[src/rtl/bcd_pkg.sv]
// Shared types and helpers for the sequential binary-to-BCD converter.
// Holds the scheduler state enum, digit/ID widths and the add-3 correction.
package bcd_pkg;

    typedef enum logic [1:0] {
        IDLE  = 2'd0,
        SHIFT = 2'd1,
        DONE  = 2'd2
    } state_t;

    localparam int BCD_DIGITS = 3;
    localparam int ID_W       = 3;

    // Double-dabble correction: a digit of 5 or more would exceed 9
    // after the next shift, so pre-bias it by 3.
    function automatic logic [3:0] add3_if_ge5(input logic [3:0] d);
        return (d >= 4'd5) ? d + 4'd3 : d;
    endfunction

endpackage

[src/rtl/rr_arbiter.sv]
// Round-robin arbiter: picks the first set req bit at or above ptr, wrapping.
// Ports: req/ptr/en in; grant (one-hot) and idx (binary) out, zero when idle.
module rr_arbiter
    import bcd_pkg::*;
#(
    parameter int NUM_REQ = 4
) (
    input  logic [NUM_REQ-1:0] req,
    input  logic [ID_W-1:0]    ptr,
    input  logic               en,
    output logic [NUM_REQ-1:0] grant,
    output logic [ID_W-1:0]    idx
);

    logic found;
    int   pos;

    always_comb begin
        grant = '0;
        idx   = '0;
        found = 1'b0;
        pos   = 0;
        for (int i = 0; i < NUM_REQ; i++) begin
            pos = int'(ptr) + i;
            if (pos >= NUM_REQ) pos = pos - NUM_REQ;
            for (int k = 0; k < NUM_REQ; k++) begin
                if (en && !found && k == pos && req[k]) begin
                    found    = 1'b1;
                    grant[k] = 1'b1;
                    idx      = ID_W'(k);
                end
            end
        end
    end

endmodule

[src/rtl/bcd_conv_scheduler.sv]
// Shared shift-add-3 binary-to-BCD converter, one bit per clock, with a
// round-robin front end.
// Ports: clk, rst_n (sync, active-low), req/bin_in per requester in;
// gnt (one-hot pulse), busy, done (pulse), done_id, hundreds/tens/ones out.
module bcd_conv_scheduler
    import bcd_pkg::*;
#(
    parameter int NUM_REQ = 4,
    parameter int WIDTH   = 8
) (
    input  logic                     clk,
    input  logic                     rst_n,
    input  logic [NUM_REQ-1:0]       req,
    input  logic [NUM_REQ*WIDTH-1:0] bin_in,
    output logic [NUM_REQ-1:0]       gnt,
    output logic                     busy,
    output logic                     done,
    output logic [ID_W-1:0]          done_id,
    output logic [3:0]               hundreds,
    output logic [3:0]               tens,
    output logic [3:0]               ones
);

    state_t state, state_nxt;

    logic [NUM_REQ-1:0] arb_gnt;
    logic [ID_W-1:0]    arb_idx;
    logic [ID_W-1:0]    ptr;
    logic [ID_W-1:0]    cur_id;
    logic [WIDTH-1:0]   sr;
    logic [WIDTH-1:0]   operand;
    logic [3:0]         d2, d1, d0;
    logic [3:0]         c2, c1, c0;
    logic [3:0]         cnt;
    logic               accept;
    logic               last;

    // Corrected digits and shift register moved left as one wide word.
    logic [4*BCD_DIGITS+WIDTH-1:0] shv;

    rr_arbiter #(
        .NUM_REQ (NUM_REQ)
    ) u_arb (
        .req   (req),
        .ptr   (ptr),
        .en    (state != SHIFT),
        .grant (arb_gnt),
        .idx   (arb_idx)
    );

    assign operand = bin_in[int'(arb_idx)*WIDTH +: WIDTH];
    assign c2      = add3_if_ge5(d2);
    assign c1      = add3_if_ge5(d1);
    assign c0      = add3_if_ge5(d0);
    assign shv     = {c2, c1, c0, sr} << 1;
    assign busy    = (state == SHIFT);

    always_ff @(posedge clk) begin
        if (!rst_n) state <= IDLE;
        else        state <= state_nxt;
    end

    always_comb begin
        state_nxt = state;
        accept    = 1'b0;
        last      = 1'b0;
        unique case (state)
            IDLE, DONE: begin
                if (|req) begin
                    accept    = 1'b1;
                    state_nxt = SHIFT;
                end else begin
                    state_nxt = IDLE;
                end
            end
            SHIFT: begin
                if (cnt == 4'd1) begin
                    last      = 1'b1;
                    state_nxt = DONE;
                end
            end
            default: state_nxt = IDLE;
        endcase
    end

    always_ff @(posedge clk) begin
        if (!rst_n) begin
            gnt      <= '0;
            done     <= 1'b0;
            done_id  <= '0;
            hundreds <= '0;
            tens     <= '0;
            ones     <= '0;
            ptr      <= '0;
            cur_id   <= '0;
            sr       <= '0;
            d2       <= '0;
            d1       <= '0;
            d0       <= '0;
            cnt      <= '0;
        end else begin
            gnt  <= '0;
            done <= 1'b0;
            if (accept) begin
                gnt    <= arb_gnt;
                ptr    <= (arb_idx == ID_W'(NUM_REQ - 1)) ? '0 : arb_idx + 1'b1;
                cur_id <= arb_idx;
                sr     <= operand;
                d2     <= '0;
                d1     <= '0;
                d0     <= '0;
                cnt    <= 4'(WIDTH);
            end else if (state == SHIFT) begin
                d2  <= shv[WIDTH+11:WIDTH+8];
                d1  <= shv[WIDTH+7:WIDTH+4];
                d0  <= shv[WIDTH+3:WIDTH];
                sr  <= shv[WIDTH-1:0];
                cnt <= cnt - 4'd1;
                if (last) begin
                    hundreds <= shv[WIDTH+11:WIDTH+8];
                    tens     <= shv[WIDTH+7:WIDTH+4];
                    ones     <= shv[WIDTH+3:WIDTH];
                    done_id  <= cur_id;
                    done     <= 1'b1;
                end
            end
        end
    end

endmodule

[config.mk]
export PLATFORM = sky130hd
export DESIGN_NAME = bcd_conv_scheduler
export DESIGN_NICKNAME = d
export VERILOG_FILES = /design/src/rtl/bcd_pkg.sv /design/src/rtl/rr_arbiter.sv /design/src/rtl/bcd_conv_scheduler.sv
export SDC_FILE = /design/constraint.sdc
export NUM_CORES = 1
export LEC_CHECK = 0
export CAP_MARGIN = 5
export CORE_MARGIN = 1.5
export CORE_UTILIZATION = 54
export CTS_CLUSTER_DIAMETER = 120
export CTS_CLUSTER_SIZE = 8
export DETAILED_ROUTE_END_ITERATION = 12
export PLACE_DENSITY = 0.85
export SYNTH_ARGS = -nofsm -noshare
export SYNTH_HDL_FRONTEND = slang
export SYNTH_SLANG_ARGS = --single-unit
[constraint.sdc]
create_clock -name clk -period 4 [get_ports clk]
set_input_delay 0.8 -clock clk [delete_from_list [all_inputs] [get_ports clk]]
set_output_delay 0.8 -clock clk [all_outputs]
set_load 0.02 [all_outputs]
==> impl_results.md, run 1 <==
- CTS tree: done
- Post-DRT Antenna Nets: 0
- CTS Hold Bufs: 0
- Placed Instances: 419
- H-tree Lvls: 2
- Synth top area share: 37.21%
- TritonCTS buffer count: 5
- R2R Path End: sr[7]
- Net Sw Frac: 27.39%
- Initial antenna violation count: 0
- Clock slew at reported path FFs: 80 ps
- Req. time, crit path: 4170 ps
- Drt first pass iters: 4
- CP arrival: 2930 ps
- CTS resizes: 0
- Fin crit period: 2764 ps
- Die footprint: 5310 um2
- Place WS: 955.8 ps
- CP endpoint: sr[7]
- Crit path cell chain: clkdlybuf4s50_1 > inv_2 > o2111ai_1 > o21ai_0 > a31oi_2 > buf_4 > mux2i_1 > o221ai_2
- Max Cap Viol: 0
- Seq pwr share: 47.0%
- HPWL Detailed: 4061 um
- Startpoint Class: primary input
- Slew HR: 21.32%
- Setup bufs post-CTS: 0
- Layout cells sized above 1: 8.611%
- Register Area: 980.9 um2
- Fin Clk Skew: 9.447 ps
- Vias in the first global route: 2132
- Nets: 405
- CP Buf/Inv Count: 3
- Drt wl/cell: 13.77 um
- Final Cycle Share: 69.10%
- Antenna cells: 0
- Via density: 5.499
- Mapped Nets: 357
- Non-Filler Instances: 427
- HP Start: d2[1]
- Hold crit path type: reg2reg
- Post-Route WL: 5880 um
- Syn-to-layout area delta: 25.15%
- DRC errors left: 0
- Worst setup slack after layout: 1236 ps
- #FFs+latches synth: 49
- Outcome: completed
- Endpoints failing setup: 0
- Switching power: 0.3178 mW
- Clock latency on the worst-skew pair: 300 ps
- Grt ovf: 0
- Leak: 1.306 nW
- RSZ-0062 raised after global routing: no
- IO buf count: 57
- DR vias: 2348
- CP peak stage delay: 670 ps
- Chip width: 72.87 um
- Synth area leader: dfxtp_1
- Fin. Hold Viols: 0
- Yosys warns: 0
- Achievable Freq: 361.8 MHz
- Most frequent cells in the layout: nand2_1, clkdlybuf4s50_1, dfxtp_1
- Most common cell after layout, fill and taps aside: nand2_1
- Total track usage: 22.95%
- Top area cells in the synthesized netlist: dfxtp_1, nand2_1, mux2i_1
- FP Rows: 25
- Clk network pwr share: 31.0%
- Combinational share of power: 22.0%
- Worst-Margin Slew: 1172 ps
- Post-synthesis cell count: 311
- Max rail drop VDD: 0.2420 mV
- Slowest cell on the critical path: clkdlybuf4s50_1
- Crit path max-delay family: buffers and inverters
- Mapped cell area: 2636 um2
- Initial core utilization: 55.81%
- Reg-to-reg setup timing slack: 1690 ps
- Netlist cell types: 48
- Crit path capture type: flop
- Cell Pwr Density: 351.6 nW/um2
- Crit Reg-Reg Startpoint: ptr[0]
- Worst Setup SP: req[2]
- Setup Total Neg Slack: 0 ps
- First-pass GRT wire length: 9494 um
- Top Ports: 59
- RD Place Congestion: 0.9190
- R2r worst-path depth: 7
- Syn avg cell area: 8.477 um2
- Core box area: 4723 um2
- Total clock sinks: 49
- Clock tree buffer depth: 2
- Internal: 0.8424 mW
- Fillers: 383
- Stages on worst setup path: 8
- Crit-path max FO: 19
- Die height: 72.87 um
- First DRT Iteration DRCs: 155
- Area of the multi-input gates: 1469 um2
- Largest net degree at the start of global routing: 26
- Crit path kind: in2reg
- Root Driver: clkbuf_8
- Worst hold path stage count: 2
- Sequential fraction of the synthesis area: 37.21%
- Slew Limit Fails: 0
[registers in the layout, indices dropped and copies added, names as in the netlist]
register and cells:
cnt 4, d0 4, d1 4, d2 4, gnt 4, sr 8
state 2, hundreds 4, cur_id 2, done 1, done_id 2, ones 4
ptr 2, tens 4
[per-stage QoR]
stage	power, mW	cell area, um2	hold WS [ps]	util [%]
floorplan	0.7408	2636	436.3	-
global placement	0.7984	3183	443.5	67.39
detailed placement	0.8065	3183	448.8	67.39
CTS	1.165	3299	460.8	69.85
global route	1.213	3299	484.5	69.85
finish	1.160	3299	460.2	69.85
[cell families after synthesis]
logic type / share of synthesized area, %
muxes: 8.163
AOI/OAI and AO/OA: 21.93
xor gates and xnor gates: 1.993
DFF: 37.21
other: 0.1422
buffers and inverters: 7.308
and+or+nand+nor: 19.46
adders and majority gates: 3.797
[synth_stat cells (all sizes together)]
| master | count |
|---|---|
| ha | 8 |
| buf | 10 |
| nor3 | 3 |
| conb | 1 |
| xnor2 | 4 |
| a22oi | 1 |
| and3 | 2 |
| mux2i | 20 |
| a21oi | 19 |
| o211a | 6 |
| o21a | 2 |
| o211ai | 1 |
| a31oi | 2 |
| mux2 | 1 |
| and2 | 1 |
| o21ai | 17 |
| o221ai | 8 |
| inv | 11 |
| dfxtp | 49 |
| clkbuf | 11 |
| nor2b | 5 |
| xor2 | 2 |
| o2111ai | 3 |
| nor3b | 1 |
| o21bai | 1 |
| nand3 | 9 |
| nand2b | 2 |
| a21o | 1 |
| or2 | 1 |
| and3b | 1 |
| nor2 | 23 |
| nand4 | 2 |
| nor4 | 3 |
| o22ai | 1 |
| a41oi | 1 |
| nand2 | 65 |
| a21boi | 10 |
| a211oi | 3 |
[area by class of cell]
type                    instances  share of cell area, %
well taps                      67                  2.541
multi-input cells             230                  44.52
repair buffers                 62                  18.43
flip-flops and latches         49                  29.73
clock buffers                   7                  2.617
clock inverters                 1                 0.9101
inverters                      11                  1.251
[worst reg2reg max path, stage by stage (launching register included)]
cell	delay (ps)
dfxtp_1	610
mux2_4	340
a22oi_1	190
nor2_1	80
a31oi_2	190
buf_4	330
mux2i_1	310
o221ai_2	140
[power groups by stage]
stage	Clock, mW	Combinational (mW)	Sequential, mW
floorplan	0	0.193	0.548
global route	0.385	0.279	0.549
CTS	0.367	0.254	0.544
global placement	0	0.244	0.555
finish	0.360	0.255	0.545
detailed placement	0	0.251	0.555
[worst min-delay path by stage]
stage	end	slack, ps
finish	d2[1]	460
global route	d2[1]	480
floorplan	d2[1]	440
CTS	d2[1]	460
detailed placement	d2[1]	450
global placement	d2[1]	440
[routing by layer]
metal	GRT usage, %	wire (um)	vias up
met2	38.12	2886	76
met1	28.30	2594	1091
li1	-	-	1171
met4	11.74	116	0
met5	0	0	-
met3	4.420	283	10
Power figures use the tool's default switching activity.
==> run 2: changes to the inputs <==
- CORE_UTILIZATION: 54 -> 50
- PLACE_DENSITY: 0.85 -> 0.79
- clock period: 4 -> 2.8 ns (I/O delays scaled with it)
==> impl_results.md, run 2 (synthesis gave the netlist of run 1 again) <==
- Outcome: completed
- Clock latency on the worst-skew pair: 300 ps (about the same)
- Slowest cell on the critical path: clkdlybuf4s50_1
- Total track usage: 21.67% (-1.3 points)
- Grt ovf: 0 (unchanged)
- IO buf count: 57 (unchanged)
- Leak: 1.337 nW (+2.3%)
- Setup Total Neg Slack: 0 ps (unchanged)
- DRC errors left: 0 (unchanged)
- Vias in the first global route: 2215 (+3.9%)
- Register Area: 980.9 um2 (unchanged)
- First-pass GRT wire length: 9701 um (+2.2%)
- Area of the multi-input gates: 1469 um2 (unchanged)
- CP arrival: 1940 ps (-990 ps)
- CP peak stage delay: 650 ps (-20 ps)
- Internal: 1.149 mW (+36%)
- Switching power: 0.4588 mW (+44%)
- Slew Limit Fails: 0 (unchanged)
- TritonCTS buffer count: 5 (unchanged)
- Die footprint: 5717 um2 (+7.7%)
- Setup bufs post-CTS: 0 (unchanged)
- Achievable Freq: 400.3 MHz
- Die height: 75.61 um (+3.8%)
- Crit path cell chain: nand2b_1 > inv_2 > clkdlybuf4s50_1
- Clk network pwr share: 28.1% (-2.9 points)
- Req. time, crit path: 2240 ps (-1930 ps)
- Most flops, register: sr
- Pwr Total: 1.608 mW (+39%)
- Clock tree buffer depth: 2 (unchanged)
- HPWL Detailed: 4175 um (+2.8%)
- RSZ-0062 raised after global routing: no
- Via density: 5.440 (-1.1%)
- Total clock sinks: 49 (unchanged)
- Antenna cells: 0 (unchanged)
- Most common cell after layout, fill and taps aside: nand2_1
- Placed cell area: 3244 um2 (+1.9%)
- Drt first pass iters: 4 (unchanged)
- Combinational share of power: 23.4% (+1.4 points)
- Fin. Hold Viols: 0 (unchanged)
- Most frequent cells in the layout: nand2_1, clkdlybuf4s50_1, dfxtp_1
- Root Driver: clkbuf_8
- Hold crit path type: reg2reg
- Clock slew at reported path FFs: 90 ps (about the same)
- Net Sw Frac: 28.54% (+1.2 points)
- FP Rows: 26 (+4.0%)
- Largest net degree at the start of global routing: 24 (-7.7%)
- CTS resizes: 0 (unchanged)
- Nets: 411 (+1.5%)
- Largest register FFs: 8 (unchanged)
- Post-Route WL: 5721 um (-2.7%)
- Fin crit period: 2498 ps
- H-tree Lvls: 2 (unchanged)
- CTS tree: done
- RD Place Congestion: 0.8969 (-2.4%)
- Syn-to-layout area delta: 26.91%
- Fin Clk Skew: 5.729 ps (-3.718 ps)
- Fillers: 456 (+19%)
- First DRT Iteration DRCs: 111 (-28%)
- Final Cycle Share: 89.21%
- Initial antenna violation count: 0 (unchanged)
- Post-DRT Antenna Nets: 0 (unchanged)
- Layout cells sized above 1: 10.38% (+1.8 points)
- CTS Hold Bufs: 0 (unchanged)
- Max Cap Viol: 0 (unchanged)
- Max rail drop VDD: 0.2608 mV (+7.8%)
- Core box area: 5107 um2 (+8.1%)
- Drt wl/cell: 13.12 um (-4.7%)
- Cell area after layout: 3346 um2 (+1.4%)
- Cell Pwr Density: 480.5 nW/um2 (+37%)
- DR vias: 2372 (+1.0%)
- Seq pwr share: 48.4% (+1.4 points)
- Chip width: 75.61 um (+3.8%)
- Crit path capture type: output port
- Crit-path max FO: 11 (-8)
- Initial core utilization: 51.62% (-4.2 points)
- Startpoint Class: flop
- Top Ports: 59 (unchanged)
- Crit path kind: reg2out
- Endpoints failing setup: 0 (unchanged)
==> run 2: final timing paths <==
path | startpoint | endpoint | slack [ps] | cells past startpoint
max | state[0] | busy | 300 | 3
min reg2reg | hundreds[2] | hundreds[2] | 470 | 2
min | hundreds[2] | hundreds[2] | 470 | 2
max reg2reg | state[0] | sr[7] | 600 | 8
==> run 2: final cells by class <==
| class | instances | share of cell area (%) |
|---|---|---|
| Timing Repair Buffer | 68 | 19.90 |
| Clock inverter | 1 | 0.1496 |
| Tap cell | 70 | 2.618 |
| Clock buffer | 7 | 2.880 |
| Sequential cell | 49 | 29.32 |
| Inverter | 11 | 1.234 |
| Multi-Input combinational cell | 230 | 43.90 |
==> run 2: through the flow <==
step | setup WS [ps] | cells | util, % | hold slack [ps]
6_report | 302.2 | 436 | 65.51 | 465.1
4_1_cts | 300.5 | 436 | 65.51 | 470.7
3_3_place_gp | 205.8 | 428 | 63.52 | 443.3
2_1_floorplan | 710.2 | 311 | - | 436.3
3_5_place_dp | 124.9 | 428 | 63.52 | 458.0
5_1_grt | 199.5 | 436 | 65.51 | 490.5
==> run 2: power by group through the flow <==
stage               logic [mW]  registers [mW]  clock network (mW)
CTS                      0.379           0.778               0.456
floorplan                0.275           0.783                   0
finish                   0.377           0.778               0.452
global route             0.416           0.784               0.485
detailed placement       0.377           0.793                   0
global placement         0.366           0.793                   0
==> run 2: worst max-delay path, delay by kind of cell (launching register included) <==
family	cells	cell delay, ps
simple gates	1	290
flops	1	380
buf+inv	2	970
==> run 2: layer usage <==
metal / global-route usage (%) / share of wire [%]
met1: 27.79 / 46
met2: 37.52 / 49
met3: 3.175 / 2.8
met4: 6.944 / 1.8
met5: 0 / 0
==> run 3: changes to the inputs <==
- GPL_ROUTABILITY_DRIVEN: default -> 0
==> results of run 3 <==
No change in the layout: final DEF, timing and power equal those of run 2.
